### config.mk
export PLATFORM = sky130hd
export DESIGN_NAME = dual_issue_pair_reg
export DESIGN_NICKNAME = d
export VERILOG_FILES = /design/src/rtl/dual_issue_pair_reg.sv
export SDC_FILE = /design/constraint.sdc
export NUM_CORES = 1
export LEC_CHECK = 0
export CORE_MARGIN = 2
export CORE_UTILIZATION = 41
export DETAILED_ROUTE_END_ITERATION = 12
export PLACE_DENSITY = 0.76
export SYNTH_ARGS = -nofsm -noshare
export SYNTH_HDL_FRONTEND = slang
export SYNTH_SLANG_ARGS = --single-unit
### constraint.sdc
create_clock -name clk -period 2.12 [get_ports clk]
set_input_delay 0.424 -clock clk [delete_from_list [all_inputs] [get_ports clk]]
set_output_delay 0.424 -clock clk [all_outputs]
set_load 0.005 [all_outputs]
### src/rtl/dual_issue_pair_reg.sv
// Fetch/decode boundary register for the dual-issue front end.
// Classifies the fetched pair (InstrA at PCF, InstrB at PCF+4) as dual-issuable
// or single-issue. It drives the fetch-stage selects and registers the issued
// slot(s) together with their valid bits. It also keeps saturating issue
// statistics.
//
// Ports:
//   clk, rst          clock; synchronous active-high reset
//   InstrA, InstrB    fetched instructions at PCF and PCF+4
//   PCF               PC of InstrA
//   StallD, FlushD    hold / squash the decode register (flush wins)
//   IncrSrc           to fetch: 1 = PC+8 (pair issued), 0 = PC+4
//   PCSrc             to fetch: 1 = hold PC (mirrors StallD)
//   InstrAD, InstrBD  registered slot instructions
//   ValidAD, ValidBD  slot holds a real instruction
//   PCAD, PCBD        slot PCs (PCBD = PCAD + 4)
//   DualCount         saturating count of pair issues
//   SingleCount       saturating count of single issues
module dual_issue_pair_reg #(
  parameter int unsigned DATA_WIDTH = 32,
  parameter logic [DATA_WIDTH-1:0] NOP_INSTR = 32'h00000013,
  parameter int unsigned CNT_WIDTH = 32
) (
  input  logic                  clk,
  input  logic                  rst,
  input  logic [DATA_WIDTH-1:0] InstrA,
  input  logic [DATA_WIDTH-1:0] InstrB,
  input  logic [DATA_WIDTH-1:0] PCF,
  input  logic                  StallD,
  input  logic                  FlushD,
  output logic                  IncrSrc,
  output logic                  PCSrc,
  output logic [DATA_WIDTH-1:0] InstrAD,
  output logic [DATA_WIDTH-1:0] InstrBD,
  output logic                  ValidAD,
  output logic                  ValidBD,
  output logic [DATA_WIDTH-1:0] PCAD,
  output logic [DATA_WIDTH-1:0] PCBD,
  output logic [CNT_WIDTH-1:0]  DualCount,
  output logic [CNT_WIDTH-1:0]  SingleCount
);

  localparam logic [6:0] OP_REG    = 7'b0110011;
  localparam logic [6:0] OP_IMM    = 7'b0010011;
  localparam logic [6:0] OP_LOAD   = 7'b0000011;
  localparam logic [6:0] OP_STORE  = 7'b0100011;
  localparam logic [6:0] OP_BRANCH = 7'b1100011;
  localparam logic [6:0] OP_JAL    = 7'b1101111;
  localparam logic [6:0] OP_JALR   = 7'b1100111;
  localparam logic [6:0] OP_LUI    = 7'b0110111;
  localparam logic [6:0] OP_AUIPC  = 7'b0010111;

  logic [6:0] opcode_a, opcode_b;
  logic [4:0] rd_a, rs1_b, rs2_b;
  logic       a_writes_rd, b_reads_rs1, b_reads_rs2;
  logic       a_is_ctrl, a_is_mem, b_is_mem;
  logic       raw_hazard, conflict, pair;

  always_comb begin
    opcode_a = InstrA[6:0];
    opcode_b = InstrB[6:0];
    rd_a     = InstrA[11:7];
    rs1_b    = InstrB[19:15];
    rs2_b    = InstrB[24:20];

    a_writes_rd = 1'b0;
    case (opcode_a)
      OP_REG, OP_IMM, OP_LOAD, OP_LUI, OP_AUIPC, OP_JAL, OP_JALR: a_writes_rd = 1'b1;
      default: a_writes_rd = 1'b0;
    endcase

    b_reads_rs1 = 1'b0;
    case (opcode_b)
      OP_REG, OP_IMM, OP_LOAD, OP_STORE, OP_BRANCH, OP_JALR: b_reads_rs1 = 1'b1;
      default: b_reads_rs1 = 1'b0;
    endcase

    b_reads_rs2 = 1'b0;
    case (opcode_b)
      OP_REG, OP_STORE, OP_BRANCH: b_reads_rs2 = 1'b1;
      default: b_reads_rs2 = 1'b0;
    endcase

    a_is_ctrl = (opcode_a == OP_BRANCH) || (opcode_a == OP_JAL) || (opcode_a == OP_JALR);
    a_is_mem  = (opcode_a == OP_LOAD) || (opcode_a == OP_STORE);
    b_is_mem  = (opcode_b == OP_LOAD) || (opcode_b == OP_STORE);

    // x0 is never a real producer, so a write to it cannot create a dependency.
    raw_hazard = a_writes_rd && (rd_a != 5'd0) &&
                 ((b_reads_rs1 && (rd_a == rs1_b)) || (b_reads_rs2 && (rd_a == rs2_b)));

    conflict = raw_hazard || a_is_ctrl || (a_is_mem && b_is_mem);
    pair     = !conflict;

    IncrSrc = pair;
    PCSrc   = StallD;
  end

  always_ff @(posedge clk) begin
    if (rst) begin
      InstrAD     <= NOP_INSTR;
      InstrBD     <= NOP_INSTR;
      ValidAD     <= 1'b0;
      ValidBD     <= 1'b0;
      PCAD        <= '0;
      PCBD        <= '0;
      DualCount   <= '0;
      SingleCount <= '0;
    end else if (FlushD) begin
      InstrAD <= NOP_INSTR;
      InstrBD <= NOP_INSTR;
      ValidAD <= 1'b0;
      ValidBD <= 1'b0;
    end else if (!StallD) begin
      InstrAD <= InstrA;
      ValidAD <= 1'b1;
      PCAD    <= PCF;
      PCBD    <= PCF + DATA_WIDTH'(4);
      if (pair) begin
        InstrBD <= InstrB;
        ValidBD <= 1'b1;
        if (DualCount != '1) DualCount <= DualCount + CNT_WIDTH'(1);
      end else begin
        // Split pair: fetch advances by 4, so InstrB comes back as the next InstrA.
        InstrBD <= NOP_INSTR;
        ValidBD <= 1'b0;
        if (SingleCount != '1) SingleCount <= SingleCount + CNT_WIDTH'(1);
      end
    end
  end

endmodule

==> reports/qor.txt <==
largest net degree at the start of global routing - 99
Hold Startpoint - InstrA[3]
post-synthesis xor/xnor area fraction - 3.88%
outcome - finished with violations
Post-DP HPWL - 20500 µm
largest family of logic cells by synthesized area - simple AND/OR/NAND/NOR gates
chip height - 149 µm
dpl ws - -0.838 ns
initial antenna violation count - 0
WHS Path Cells - 3
ANT nets after route - 0
Worst-Skew Late Latency - 0.42 ns
critical path launch point type - input pin
CTS sink cnt - 192
crit-path max cell delay - 0.50 ns
top post-synthesis cells by count - dfxtp_1 (192), nand2_1 (134), a21oi_1 (130)
endpoints failing setup - 4
Slew @ Worst Pin - 0.453 ns
CP max-delay cell - or4_1
DR vias - 9120
Simple-Gate Fraction of Synth Area - 26.5%
core region area - 20400 µm²
fin crit period - 2.14 ns
sequential fraction of the synthesis area - 44.8%
dominant synthesized flop cell - dfxtp_1
number of global-route vias before repair - 8667
capturing point of the worst reg2reg path - DualCount[31]
global-route wire length before repair - 43800 µm
worst hold endpoint - InstrAD[3]
syn_nets - 1125
GRT Util Overall - 24.8%
Die Wd - 149 µm
post-synthesis cell count - 1022
# H-tree levels - 4
DRT Wirelength - 28900 µm
Detailed Routing Iterations Pass 1 - 5
grt total ovfl - 0
failing checks - negative setup slack
post-synth top area cell - dfxtp_1
final core utilization - 66.8%
Post-Synth Adder-Cell Area - 0.438%
DRC viols - 0
Avg Cell Area, Syn - 8.39 µm²
Area Overhead vs Synth - 58.6%
Worst Setup Path Type - input pin to register
clock buffer depth - 2
diode count - 0
reg-to-reg slack, setup - 0.07 ns
CTS clk-pin slew, worst paths - 0.07 ns
Setup WS post-layout - -0.0167 ns
fmax - 0.468 GHz
final period utilization - 101%
placer congestion estimate - 0.891
post-synthesis cell type count - 48
multiplexer share of the synthesized area - 4.90%
most frequent cell after synthesis - dfxtp_1
final non-filler cell total - 1694
standard-cell row count - 52
input/output buffers - 295
PD cells - 590 nW/µm²
Post-Syn Area - 8580 µm²
DRT iter0 DRCs - 431
Die Footprint - 22100 µm²
post-synthesis compound-gate area fraction - 15.4%
max-cap check violation count - 0
Pleak - 5.03 nW
CTS buffer count - 17
Max VDD drop - 0.000642 V
asr flop ratio synth - 0%
layout cells sized above 1 - 17.6%
worst rel slew slack - 69.8%
flops & latches, synth - 192
Pwr Total - 8.03 mW
placed insts - 1653
CP endpoint kind - register
ranking of synthesized cells by area - dfxtp_1 (45%), a21oi_1 (7.6%), nand2_1 (5.9%)
Hold Crit Class - input pin to register
unrepaired setup endpoints after global routing - true
post-DR wirelength/cell - 17.1 µm
Reg2Reg Depth - 8
IO Count - 296
Final Hold Viols - 0
CTS tree - built
vias per cell - 5.38
EDFF count, synth - 0
post-route setup TNS - -0.0336 ns
Worst Skew - 0.0122 ns
CP Cell Sequence - clkdlybuf4s50_1, or2_4, o31a_4, clkbuf_16, or4_1, a21oi_1
CP Max Fanout - 6
clock root buffer - clkbuf_16
critical path arrival - 2.48 ns
Synth top area share - 44.8%
Yosys warning count - 0
Slew Limit Fails - 0
reg-to-reg startpoint - DualCount[0]
critical path data required time - 2.47 ns
initial core utilization - 42.1%
final layout net count - 1514
## what timing repair did
item / 4_1_cts / 5_1_grt
gates cloned: 0 / 4
endpoints found under the setup margin: 92 / 49
hold buffers: 0 / 0
buffers inserted: 2 / 3
gates resized for setup: 67 / 55
pin swaps: 15 / 25
## worst max path at each step
stage	slack [ns]	start	end	cells past startpoint
CTS	0.002	InstrA[11]	SingleCount[27]	8
global placement	-0.75	InstrA[11]	SingleCount[27]	8
floorplan	-0.01	InstrA[2]	SingleCount[22]	7
detailed placement	-0.84	InstrA[11]	SingleCount[27]	8
finish	-0.02	FlushD	SingleCount[4]	6
global route	-0.03	FlushD	SingleCount[14]	6
## kinds of logic (layout without fill, tap and decap cells)
| group | after synthesis | after routing |
|---|---|---|
| fa+ha+maj | 3 | 3 |
| simple gates | 431 | 431 |
| compound gates | 233 | 233 |
| xor+xnor | 38 | 38 |
| flops | 192 | 192 |
| mux | 41 | 41 |
| buf+inv | 84 | 486 |
## layout make-up
cell class / count / area, µm²
inverters: 10 / 37.5
clock inverters: 14 / 168
repair buffers: 444 / 4160
flip-flops and latches: 192 / 3840
clock buffers: 18 / 429
well taps: 270 / 338
fillers: 1653 / 6770
multi-input cells: 746 / 4620
## placed cells by master (no fill, tap or decap), drive strengths merged, types with 3 or more instances in the layout
master and instances:
a21oi 130, nor2b 16, or3 23, a211oi 11, or4 28, buf 153, nor4 13, dlygate4sd2 8
clkinv 4, nand3 34, nor2 66, nor3 11, nand4 28, clkbuf 28, nand3b 31, o31ai 27
mux2 8, or2 6, and3 17, mux2i 33, and2 7, clkdlybuf4s50 263, xor2 11, xnor2 27
dfxtp 192, nand2 134, o31a 5, and4 12, inv 18, clkdlybuf4s15 10, ha 3, o21a 4
o21ai 48
## worst max-delay path: cells and delay by family
family,cells,cell delay [ns]
and+or+nand+nor,2,0.81
AOI/OAI and AO/OA,2,0.57
buffers and inverters,2,0.67
## flip-flops by register name, indices dropped and copies added (netlist names)
| signal | flops |
|---|---|
| DualCount | 32 |
| PCBD | 30 |
| ValidBD | 1 |
| PCAD | 32 |
| ValidAD | 1 |
| InstrBD | 32 |
| InstrAD | 32 |
| SingleCount | 32 |
## power breakdown
| group | switching, mW | internal (mW) |
|---|---|---|
| clock | 1.56 | 1.70 |
| combinational | 0.441 | 0.561 |
| sequential | 0.0568 | 3.71 |
## metal layers
metal  global-route usage [%]  vias to the layer above  wire length, µm
li1                         -                     4443                -
met1                     29.6                     4263            11500
met2                     41.8                      356            13800
met3                     8.56                       58             2770
met4                     8.43                        0              794
met5                        0                        -                0
## metrics by stage
step	hold WS, ns	instance area (µm²)
6_report	0.288	13600
5_1_grt	0.297	13600
4_1_cts	0.372	13300
3_5_place_dp	0.447	12700
3_3_place_gp	0.436	12700
2_1_floorplan	0.447	8590
(Power assumes the default switching activity.)
